`config.mk`:
```
export PLATFORM = sky130hd
export DESIGN_NAME = mii_tx_scheduler
export DESIGN_NICKNAME = d
export VERILOG_FILES = /design/src/rtl/mii_pkg.sv /design/src/rtl/rr_arbiter.sv /design/src/rtl/mii_tx_scheduler.sv
export SDC_FILE = /design/constraint.sdc
export NUM_CORES = 1
export LEC_CHECK = 0
export CELL_PAD_IN_SITES_DETAIL_PLACEMENT = 1
export CELL_PAD_IN_SITES_GLOBAL_PLACEMENT = 2
export CORE_MARGIN = 1
export CORE_UTILIZATION = 30
export CTS_CLUSTER_SIZE = 10
export DETAILED_ROUTE_END_ITERATION = 16
export PLACE_DENSITY = 0.86
export REMOVE_ABC_BUFFERS = 1
export SKIP_LAST_GASP = 1
export SLEW_MARGIN = 20
export SYNTH_ARGS = -nofsm -noshare
export SYNTH_HDL_FRONTEND = slang
export SYNTH_SLANG_ARGS = --single-unit
```
`constraint.sdc`:
```
create_clock -name clk -period 2.4 [get_ports clk]
set_input_delay 0.36 -clock clk [delete_from_list [all_inputs] [get_ports clk]]
set_output_delay 0.36 -clock clk [all_outputs]
set_load 0.05 [all_outputs]
```
`src/rtl/mii_pkg.sv`:
```
// Shared types and constants for the MII transmit scheduler.
// Optional padding is enabled by defining MII_TX_SCHEDULER_PAD_EN.
package mii_pkg;

    localparam int CNT_W             = 12;
    localparam int MIN_FRAME_NIBBLES = 120;

    typedef logic [3:0]       nibble_t;
    typedef logic [CNT_W-1:0] count_t;

    typedef enum logic [2:0] {
        IDLE,
        GRANT,
        SEND,
        PAD,
        GAP
    } state_t;

    // Width of an index able to address n requesters (at least one bit).
    function automatic int idx_width(input int n);
        return (n > 1) ? $clog2(n) : 1;
    endfunction

endpackage

```
`src/rtl/rr_arbiter.sv`:
```
// Round-robin selector: searches upward from one above the last winner,
// wrapping, and returns the first active requester as one-hot and index.
module rr_arbiter
    import mii_pkg::*;
#(
    parameter  int NREQ = 2,
    localparam int IW   = idx_width(NREQ)
) (
    input  logic [NREQ-1:0] req,
    input  logic [IW-1:0]   last,
    output logic [NREQ-1:0] gnt,
    output logic [IW-1:0]   idx
);

    logic          found;
    logic [IW-1:0] pos;

    // Rotating priority search; the first hit after the last winner wins.
    always_comb begin
        gnt   = '0;
        idx   = '0;
        found = 1'b0;
        pos   = '0;
        for (int unsigned i = 1; i <= NREQ; i++) begin
            pos = IW'((32'(last) + i) % NREQ);
            if (!found && req[pos]) begin
                found    = 1'b1;
                gnt[pos] = 1'b1;
                idx      = pos;
            end
        end
    end

endmodule

```
`src/rtl/mii_tx_scheduler.sv`:
```
// MII transmit scheduler: arbitrates NREQ frame sources onto one nibble
// stream, enforcing the inter-frame idle period after every frame.
// Define MII_TX_SCHEDULER_PAD_EN to pad short frames to MIN_FRAME_NIBBLES.
module mii_tx_scheduler
    import mii_pkg::*;
#(
    parameter int NREQ          = 2,
    parameter int IFG_NIBBLES   = 32,
    parameter int GRANT_TIMEOUT = 64
) (
    input  logic                 clk,
    input  logic                 rst,
    input  logic [NREQ-1:0]      req,
    output logic [NREQ-1:0]      gnt,
    input  logic [NREQ-1:0][3:0] d,
    input  logic [NREQ-1:0]      dv,
    output logic [3:0]           Q,
    output logic                 QV,
    output logic                 busy
);

    localparam int IW   = idx_width(NREQ);
    localparam int TMAX = (GRANT_TIMEOUT > IFG_NIBBLES) ? GRANT_TIMEOUT : IFG_NIBBLES;
    localparam int TW   = $clog2(TMAX + 1);
    localparam logic [TW-1:0] TMO_LAST = TW'(GRANT_TIMEOUT - 1);
    localparam logic [TW-1:0] GAP_LAST = TW'(IFG_NIBBLES - 1);

    state_t          state, state_n;
    logic [NREQ-1:0] gnt_n;
    nibble_t         q, q_n;
    logic            qv, qv_n;
    count_t          cnt, cnt_n;
    logic [TW-1:0]   tmr, tmr_n;
    logic [IW-1:0]   last, last_n;
    logic [NREQ-1:0] arb_gnt;
    logic [IW-1:0]   arb_idx;

    rr_arbiter #(
        .NREQ (NREQ)
    ) u_arb (
        .req  (req),
        .last (last),
        .gnt  (arb_gnt),
        .idx  (arb_idx)
    );

    assign Q    = q;
    assign QV   = qv;
    assign busy = (state != IDLE);

    // State and registered outputs; reset truncates any frame in flight.
    always_ff @(posedge clk or posedge rst) begin
        if (rst) begin
            state <= IDLE;
            gnt   <= '0;
            q     <= '0;
            qv    <= 1'b0;
            cnt   <= '0;
            tmr   <= '0;
            last  <= IW'(NREQ - 1);
        end else begin
            state <= state_n;
            gnt   <= gnt_n;
            q     <= q_n;
            qv    <= qv_n;
            cnt   <= cnt_n;
            tmr   <= tmr_n;
            last  <= last_n;
        end
    end

    // Next-state and next-output decode; Q/QV default to idle so Q is 0 whenever QV is 0.
    // The winner index is stored as 'last' at grant time and used as the active source.
    always_comb begin
        state_n = state;
        gnt_n   = gnt;
        q_n     = '0;
        qv_n    = 1'b0;
        cnt_n   = cnt;
        tmr_n   = tmr;
        last_n  = last;
        case (state)
            IDLE: begin
                if (|req) begin
                    gnt_n   = arb_gnt;
                    last_n  = arb_idx;
                    tmr_n   = '0;
                    cnt_n   = '0;
                    state_n = GRANT;
                end
            end
            GRANT: begin
                if (dv[last]) begin
                    q_n     = d[last];
                    qv_n    = 1'b1;
                    cnt_n   = count_t'(1);
                    state_n = SEND;
                end else if (!req[last] || tmr == TMO_LAST) begin
                    gnt_n   = '0;
                    tmr_n   = '0;
                    state_n = IDLE;
                end else begin
                    tmr_n = tmr + 1'b1;
                end
            end
            SEND: begin
                if (dv[last]) begin
                    q_n   = d[last];
                    qv_n  = 1'b1;
                    cnt_n = (cnt == '1) ? cnt : cnt + 1'b1;
                end else begin
                    gnt_n = '0;
                    tmr_n = '0;
`ifdef MII_TX_SCHEDULER_PAD_EN
                    // The first pad nibble goes out on the exit edge so QV stays contiguous.
                    if (cnt < count_t'(MIN_FRAME_NIBBLES)) begin
                        qv_n    = 1'b1;
                        cnt_n   = cnt + 1'b1;
                        state_n = PAD;
                    end else begin
                        state_n = GAP;
                    end
`else
                    state_n = GAP;
`endif
                end
            end
`ifdef MII_TX_SCHEDULER_PAD_EN
            PAD: begin
                if (cnt >= count_t'(MIN_FRAME_NIBBLES)) begin
                    state_n = GAP;
                end else begin
                    qv_n  = 1'b1;
                    cnt_n = cnt + 1'b1;
                end
            end
`endif
            GAP: begin
                if (tmr == GAP_LAST) begin
                    tmr_n   = '0;
                    state_n = IDLE;
                end else begin
                    tmr_n = tmr + 1'b1;
                end
            end
            default: begin
                gnt_n   = '0;
                state_n = IDLE;
            end
        endcase
    end

endmodule

```
==> results of run 1 <==
==> Yosys cell counts (2+ instances only) <==
library cell	instances
nand2b_1	3
dfrtp_1	17
nand2_1	8
nand4_1	2
nand3_1	2
a21oi_1	5
nor2_1	9
o211ai_1	4
mux2i_1	4
nor3_1	4
o21ai_0	2
o21ai_1	2
inv_1	10
buf_6	2
a32o_1	2
a31oi_1	2
or3_1	2
o22ai_1	2
==> worst paths after layout <==
check                          from       end  slack [ns]  depth (start not counted)
setup reg to reg               last    tmr[2]        0.42                          4
hold reg to reg              tmr[0]    tmr[0]        0.52                          1
max in group asynchronous       rst  state[1]        1.49                          2
setup / recovery           state[2]      busy        0.19                          3
hold / removal                  rst    tmr[1]        0.45                          2
min in group clk             tmr[0]    tmr[0]        0.52                          1
==> power breakdown <==
part	total (mW)	switching (mW)	internal, mW	leakage, nW
clock network	0.197	0.105	0.0926	0.0210
logic	0.786	0.474	0.312	0.279
registers	0.503	0.109	0.394	0.240
total	1.49	0.688	0.799	0.539
==> logic make-up after synthesis <==
family,count (synthesis)
AND/OR/NAND/NOR,36
AO/OA/AOI/OAI,27
XOR/XNOR,1
buffers and inverters,14
adder cells (fa/ha/maj),1
multiplexers,6
flip-flops,18
==> routing by layer <==
layer	track usage, %	vias up	routed length (µm)
met5	0	-	0
met4	3.896	0	25
met3	4.478	5	109
met2	26.84	19	1246
met1	19.35	422	1019
li1	-	415	-
==> layout make-up <==
| cell class | count | area (µm²) |
|---|---|---|
| clock buffer | 4 | 36.28 |
| fill | 382 | 1852 |
| inverter | 10 | 37.54 |
| multi-input combinational | 71 | 503.0 |
| sequential | 18 | 451.7 |
| tap | 44 | 55.05 |
| timing repair buffer | 22 | 217.7 |
==> sequential cells by signal (all words and copies together), names as in the netlist <==
register / cells
QV: 1
last: 1
Q: 4
tmr: 7
state: 3
gnt: 2
==> stage by stage <==
step | power [mW] | utilization (%)
floorplan | 1.043 | -
global placement | 1.280 | 40.12
detailed placement | 1.299 | 40.12
CTS | 1.503 | 41.27
global route | 1.587 | 41.27
finish | 1.487 | 41.27
==> impl_metrics.tcl, run 1 <==
set metrics [dict create \
    status "finished clean" \
    p_leak_nw 0.5395 \
    cp_max_fo 10 \
    cts.sinks 18 \
    netlist.area_leader.share_pct 41.51 \
    synth_top_family_by_area "simple AND/OR/NAND/NOR gates" \
    async_flop_share_pct 100.0 \
    netlist_area_mm2 0.001025 \
    start_util_pct 32.50 \
    vias_per_cell 5.095 \
    ys.flop_type "dfrtp_1" \
    grt_pass1_vias 921 \
    placed_cell_area_mm2 0.001265 \
    synthAdderAreaFrac_pct 1.221 \
    cp_slowest_cell "clkdlybuf4s50_1" \
    area_growth_pct 26.98 \
    finalSetupViolCount 0 \
    cts_tree "yes" \
    worst_setup_path_start_kind "register" \
    num-nets-final 141 \
    synthXorXnorAreaFrac_pct 0.8547 \
    die_w_um 60.45 \
    yosysTopAreaCell "dfrtp_1" \
    dieArea_mm2 0.003654 \
    hold_class "primary input to async pin" \
    drc 0 \
    layout_common_cells "21 x clkdlybuf4s50_1, 17 x dfrtp_1, 10 x inv_1, 9 x nor2_1, 8 x nand2_1" \
    path_buf_inv 2 \
    place.gp.congestion 0.7536 \
    placed_cells 165 \
    fin_area_mm2 0.001301 \
    ctsHoldBuffers 0 \
    cpPeakStageDelay_ns 0.71 \
    grt_pass1_wl_mm 4.222 \
    ant_nets 0 \
    yosysWarnings 0 \
    final_common_cell "clkdlybuf4s50_1" \
    post_cts_resized 0 \
    cts_setup_buffers 0 \
    antenna_found_initial 0 \
    worstPathArrival_ns 1.85 \
    clock_latency_ns 0.31 \
    port_buffers 21 \
    grt-ovfl-total 0 \
    drive_above_1_share_pct 10.40 \
    hold_ws_ns 0.4480 \
    seq_area_frac_synth_pct 44.08 \
    grt_max_degree 19 \
    synth_compound_gate_area_share_pct 19.78 \
    finalSetupTns_ns 0 \
    power.density_mw_per_mm2 1142 \
    fmax_ghz 0.4519 \
    synth-edff-count 0 \
    ys_seq_elements 18 \
    finalCritPeriodShare_pct 92.20 \
    pre_cts_ws_ns 0.2737 \
    via_count 861 \
    crit_path_end_kind "primary output" \
    ios 22 \
    worstSetupPathType "register to primary output" \
    numCtsBuffers 3 \
    avgSynthCellArea_um2 9.949 \
    max_slew_margin_pct 52.71 \
    clkTransAtPathRegs_ns 0.12 \
    fp-row-count 20 \
    layout.cells.non_filler 169 \
    synth-simple-area-share_pct 19.78 \
    rsz0062_at_grt "no" \
    hold_violations 0 \
    synth_area_leaders "dfrtp_1 42%, mux2i_1 3.9%, inv_1 3.7%" \
    die-height_um 60.45 \
    dpl.hpwl_mm 1.890 \
    synth_cell_types 39 \
    htreeDepth 1 \
    finalCriticalPeriod_ns 2.213 \
    cp_cell_sequence "nor3_1 -> inv_1 -> clkdlybuf4s50_1" \
    drt_iter0_markers 14 \
    postSynthCellCount 103 \
    num_antenna_cells 0 \
    cts-root-buf "clkbuf_4" \
    ir_worst_vdd_mv 0.5285 \
    routed_wl_mm 2.401 \
    cts_max_path_buffers 2 \
    setup_slack_ns 0.1872 \
    wl_per_cell_um 14.21 \
    critical-path-top-delay-family "buffers and inverters" \
    drt-pass1-iter-count 4 \
    fin_skew_ns 0.01456 \
    core_area_mm2 0.003153 \
    slew_viol_final 0 \
    track_usage_pct 15.62 \
    cap_violations 0 \
    tightestPinTransition_ns 0.7086 \
    synth_mux_area_share_pct 7.448 \
    crit_required_ns 2.04 \
]
No activity file was read; power rests on OpenSTA's default activity.
==> run 2, diff against run 1 <==
--- a/config.mk
+++ b/config.mk
@@ -5,13 +5,14 @@
 export SDC_FILE = /design/constraint.sdc
 export NUM_CORES = 1
 export LEC_CHECK = 0
+export ABC_AREA = 1
 export CELL_PAD_IN_SITES_DETAIL_PLACEMENT = 1
 export CELL_PAD_IN_SITES_GLOBAL_PLACEMENT = 2
 export CORE_MARGIN = 1
-export CORE_UTILIZATION = 30
+export CORE_UTILIZATION = 27
 export CTS_CLUSTER_SIZE = 10
 export DETAILED_ROUTE_END_ITERATION = 16
-export PLACE_DENSITY = 0.86
+export PLACE_DENSITY = 0.88
 export REMOVE_ABC_BUFFERS = 1
 export SKIP_LAST_GASP = 1
 export SLEW_MARGIN = 20
==> run 2 against run 1 <==
Combinational power rose by 11%. Highest routed layer unchanged. Final area rose by 6.8%. Total power rose by 8.5%. Clock skew fell by 0.013 ns. Via count rose by 22%. Setup slack improved by 0.12 ns. Maximum frequency rose by 5.8%.
==> impl_metrics.tcl, run 2 <==
set metrics [dict create \
    die_w_um 65.17 \
    grt_pass1_wl_mm 5.119 \
    antenna_found_initial 0 \
    avgSynthCellArea_um2 6.775 \
    fin_skew_ns 0.001931 \
    ir_worst_vdd_mv 0.6738 \
    drc 0 \
    max_slew_margin_pct 52.10 \
    seqCellArea_um2 451.7 \
    final_common_cell "nand2_1" \
    layout.cells.non_filler 230 \
    worst_setup_path_start_kind "register" \
    whs_endpoint "gnt[1]" \
    die-height_um 65.17 \
    dieArea_mm2 0.004246 \
    fp-row-count 22 \
    seq_area_frac_synth_pct 41.93 \
    p_switching_mw 0.7988 \
    drt_iter0_markers 21 \
    post_cts_resized 0 \
    cts_tree "yes" \
    hold_violations 0 \
    async_flop_share_pct 100.0 \
    cts.sinks 18 \
    grt-ovfl-total 0 \
    drive_above_1_share_pct 9.890 \
    cts-root-buf "clkbuf_8" \
    htreeDepth 1 \
    rrSetupSlack_ns 0.79 \
    cts_setup_buffers 0 \
    via_count 1047 \
    p_seq_share_pct 30.2 \
    num-nets-final 198 \
    cts_max_path_buffers 2 \
    yosysTopAreaCell "dfrtp_1" \
    grt_pass1_vias 1190 \
    ys.flop_type "dfrtp_1" \
    worstHoldPathCells 2 \
    combPwrFrac_pct 54.3 \
    cap_violations 0 \
    regMostFlops "tmr" \
    ios 22 \
    ys_seq_elements 18 \
    hold_class "register to register" \
    largest_reg_flops 7 \
    num_antenna_cells 0 \
    drt-pass1-iter-count 4 \
    clock_latency_ns 0.25 \
    vias_per_cell 4.552 \
    worstPathArrival_ns 1.73 \
    p_leak_nw 0.7192 \
    layout_common_cells "60 x nand2_1, 21 x clkdlybuf4s50_1, 19 x inv_1, 17 x dfrtp_1, 17 x nor2_1" \
    port_buffers 21 \
    power.density_mw_per_mm2 1161 \
    rsz0062_at_grt "no" \
    synth_most_common_cell "nand2_1" \
    placed_cell_area_mm2 0.001335 \
    min_from "gnt[1]" \
    power_mw 1.613 \
    ys_top_cells_by_count "60 x nand2_1, 19 x inv_1, 17 x dfrtp_1, 17 x nor2_1, 10 x nand3_1" \
    finalSetupTns_ns 0 \
    area_growth_pct 29.04 \
    worstSetupPathType "register to primary output" \
    track_usage_pct 15.30 \
    yosysWarnings 0 \
    start_util_pct 28.78 \
    finalCriticalPeriod_ns 2.092 \
    netlist_area_mm2 0.001077 \
    finalCritPeriodShare_pct 87.17 \
    slew_viol_final 0 \
    reg2regPathDepth 8 \
    wl_per_cell_um 12.21 \
    fin_area_mm2 0.001390 \
    dpl.hpwl_mm 2.363 \
    r2r_end "tmr[6]" \
    fill_cells 496 \
    clkPwrFrac_pct 15.5 \
    synth_area_leaders "dfrtp_1 39%, nand2_1 21%, inv_1 6.6%" \
    place.gp.congestion 0.7952 \
    crit_path_end_kind "primary output" \
    multi_input_area_um2 534.3 \
    netlist.area_leader.share_pct 39.49 \
    grt_max_degree 19 \
    ant_nets 0 \
    swShare_pct 49.51 \
    tightestPinTransition_ns 0.7177 \
    cp_max_fo 6 \
    timing.rr.start "tmr[0]" \
    placed_cells 226 \
    postSynthCellCount 159 \
    numCtsBuffers 3 \
    fmax_ghz 0.4780 \
    crit_required_ns 2.04 \
    ctsHoldBuffers 0 \
    core_area_mm2 0.003744 \
    p_int_mw 0.8146 \
    finalSetupViolCount 0 \
    synth_cell_types 20 \
    routed_wl_mm 2.809 \
    synth-edff-count 0 \
    status "finished clean" \
    clkTransAtPathRegs_ns 0.07 \
]
## run 2: cell count changes after synthesis, moves of 3 or more
cell      before  now
nor2_1         9   17
o211ai_1       4    0
nand2_2        0    3
mux2i_1        4    0
nor2_2         0    5
nor3_1         4    0
nand3_1        2   10
nand2b_1       3    0
inv_1         10   19
nand2_1        8   60
o21ai_0        2    6
## run 2: layout make-up
class                   instances  area share [%]
inverters                      21           5.671
repair buffers                 21           15.12
multi-input cells             118           38.43
well taps                      48           4.320
clock buffers                   4           3.960
flip-flops and latches         18           32.49
## run 2: layer usage
layer | routed length [µm] | share of wire (%) | global-route usage [%] | vias to the layer above
met3 | 73 | 2.6 | 1.910 | 2
li1 | - | - | - | 536
met5 | 0 | 0 | 0 | -
met1 | 1233 | 44 | 18.35 | 486
met2 | 1489 | 53 | 28.87 | 23
met4 | 12 | 0.43 | 2.989 | 0
## run 2: worst max path at each step
stage,endpoint,startpoint,slack [ns],cells after the start
global placement,busy,state[0],0.60,3
CTS,busy,state[0],0.30,3
global route,busy,state[0],0.22,3
floorplan,tmr[5],state[0],1.03,8
finish,busy,state[0],0.31,3
detailed placement,busy,state[0],0.59,3
## run 2: logic make-up (layout without fill, tap and decap cells)
family / count (synthesis) / in the layout / share of synthesized area [%]
AND/OR/NAND/NOR: 100 / 100 / 39.49
XOR/XNOR: 1 / 1 / 0.8132
AO/OA/AOI/OAI: 16 / 16 / 8.131
adder cells (fa/ha/maj): 1 / 1 / 1.161
flip-flops: 18 / 18 / 41.93
buffers and inverters: 23 / 46 / 8.479
## run 2: worst max-delay path, stage by stage, from the launching register on
cell	delay (ns)
dfrtp_1	0.44
nor2_1	0.21
nand2_2	0.11
clkdlybuf4s50_1	0.72
## run 2: stage by stage
stage | hold WS [ns] | util, % | worst slack, ns
6_report | 0.4964 | 37.13 | 0.3078
5_1_grt | 0.5194 | 37.13 | 0.2211
2_1_floorplan | 0.2978 | - | 1.034
3_5_place_dp | 0.4709 | 35.66 | 0.5879
4_1_cts | 0.4958 | 37.13 | 0.3012
3_3_place_gp | 0.4686 | 35.66 | 0.6018
## run 2: power groups by stage
stage          logic, mW  registers [mW]  clock network, mW
2_1_floorplan      0.478           0.622                  0
3_3_place_gp       0.865           0.486                  0
3_5_place_dp       0.886           0.493                  0
4_1_cts            0.891           0.488              0.258
5_1_grt            0.980           0.504              0.272
6_report           0.876           0.487              0.250
==> patch (settings of run 1) <==
Add a define of `MII_TX_SCHEDULER_PAD_EN`.
--- a/src/rtl/mii_tx_scheduler.sv
+++ b/src/rtl/mii_tx_scheduler.sv
@@ -2,4 +2,6 @@
 // stream, enforcing the inter-frame idle period after every frame.
 // Define MII_TX_SCHEDULER_PAD_EN to pad short frames to MIN_FRAME_NIBBLES.
+`define MII_TX_SCHEDULER_PAD_EN
+
 module mii_tx_scheduler
     import mii_pkg::*;
Check against the original RTL: not equivalent (a bounded check fails within 4 cycles, from zero or initial values and one cycle with rst high).
==> patch against run 1 <==
Final area is 70% higher; worst setup slack improved by 0.058 ns; hold slack better by 0.00054 ns; sequential cell count grew 12; synthesized cell count increased by 84%; total power is 54% higher; area after synthesis grew 75%; wire length increased by 81%; critical path type is now reg2reg; largest cell class unchanged; largest power group unchanged.
==> patch: results (changes against run 1) <==
[outcome]
outcome=complete, no violations  ; unchanged

[logic_synthesis]
yosys.area_share.adder_pct=2.09  ; was 1.22%
synth_xor_area_share_pct=0.488  ; was 0.855%
synth_cell_types=50  ; was 39
synth_compound_area_share_pct=22.6  ; was 19.8%
seq_area_frac_synth_pct=41.9  ; was 44.1%
synthCells=190  ; was 103
synth_common_cells=29 x dfrtp_1, 19 x a21oi_1, 19 x nand2_1, 16 x nor2_1  ; was 17 x dfrtp_1, 10 x inv_1, 9 x nor2_1, 8 x nand2_1, 5 x a21oi_1
synth.area.mux_share_pct=5.57  ; was 7.45%

[routing]
wl_met2_um=2070  ; was 1250 um
vias=1537  ; was 861
vias_per_cell=5.32  ; was 5.09
drtIter0Drc=148  ; was 14
wl_met3_um=144  ; was 109 um
routed_wl_um=4340  ; was 2400 um

[grt]
grt_use_met1_pct=18.8  ; was 19.4%
grt_pass1_wl_um=7420  ; was 4220 um
met2_usage_pct=26.2  ; was 26.8%
grt_use_total_pct=15.3  ; was 15.6%
grt_max_degree=31  ; was 19
grtUsageMet3_pct=2.76  ; was 4.48%
grt_pass1_vias=1552  ; was 921

[clock_tree]
cts_buffers=5  ; was 3
cts.reportedPaths.clkPinSlew_ns=0.07  ; was 0.12 ns
worstSkewPairLatency_ns=0.29  ; was 0.31 ns

[layout]
multi_input_comb_cells=143  ; was 71
largest_reg_flops=12  ; was 7
n_clock_buffer=6  ; was 4
layout-drive-gt1-share_pct=14.7  ; was 10.4%
inverters_excl_clock=6  ; was 10
regArea_sq_um=752  ; was 452 sq um
seq_cell_count=30  ; was 18
multi_input_area_sq_um=930  ; was 503 sq um
nonClockBufferCount=30  ; was 22
top_register=cnt  ; was tmr
fill_cells=664  ; was 382
buffer_area_share_pct=12.4  ; was 16.7%
multi_input_area_share_pct=42.0  ; was 38.7%
clkCellAreaFrac_pct=6.45  ; was 2.79%

[critical_path]
reg2regPathDepth=6  ; was 4
reg2reg_setup_slack_ns=0.25  ; was 0.42 ns
crit_fanout=7  ; was 10
end_kind=register  ; was output port
worstPathArrival_ns=2.35  ; was 1.85 ns
cp-endpoint=cnt[2]  ; was busy
worstSetupStartpoint=last  ; was state[2]

[power]
max-vdd-ir-drop_uv=418  ; was 529 uV
leakagePower_nw=0.960  ; was 0.540 nW

[timing]
finalClockSkew_ns=0.00583  ; was 0.0146 ns
period_needed_ns=2.15  ; was 2.21 ns
tightest_slew_ns=0.510  ; was 0.709 ns

[place]
dp_hpwl_um=3150  ; was 1890 um
dpl-instance-area_sq_um=2070  ; was 1260 sq um
placedCellCount=281  ; was 165
gp_congestion=0.760  ; was 0.754
pre_cts_slack_ns=0.0721  ; was 0.274 ns

[die]
num_rows=27  ; was 20

## patch: changes by cell type after synthesis, sizes merged, moves of 3 or more
| cell | run 1 | this run |
|---|---|---|
| nor3 | 4 | 8 |
| nor2 | 9 | 16 |
| nand3 | 2 | 5 |
| a21oi | 5 | 19 |
| o211ai | 5 | 0 |
| dfrtp | 17 | 29 |
| clkbuf | 1 | 7 |
| o21a | 0 | 4 |
| nand2 | 8 | 19 |
| or2 | 0 | 3 |
| o21ai | 5 | 8 |
| a31oi | 2 | 8 |
| inv | 10 | 6 |
## patch: report_power, final
| part | total (mW) | internal [mW] | switching, mW | leakage, nW |
|---|---|---|---|---|
| Clock | 0.646 | 0.443 | 0.204 | 0.0714 |
| Sequential | 0.791 | 0.641 | 0.151 | 0.388 |
| Combinational | 0.851 | 0.373 | 0.478 | 0.500 |
## patch: critical path: stages (launching register included)
cell,delay (ns)
dfstp_2,0.57
mux2i_1,0.40
o21ai_0,0.20
o221a_4,0.33
o21a_1,0.20
buf_4,0.19
o221ai_1,0.17
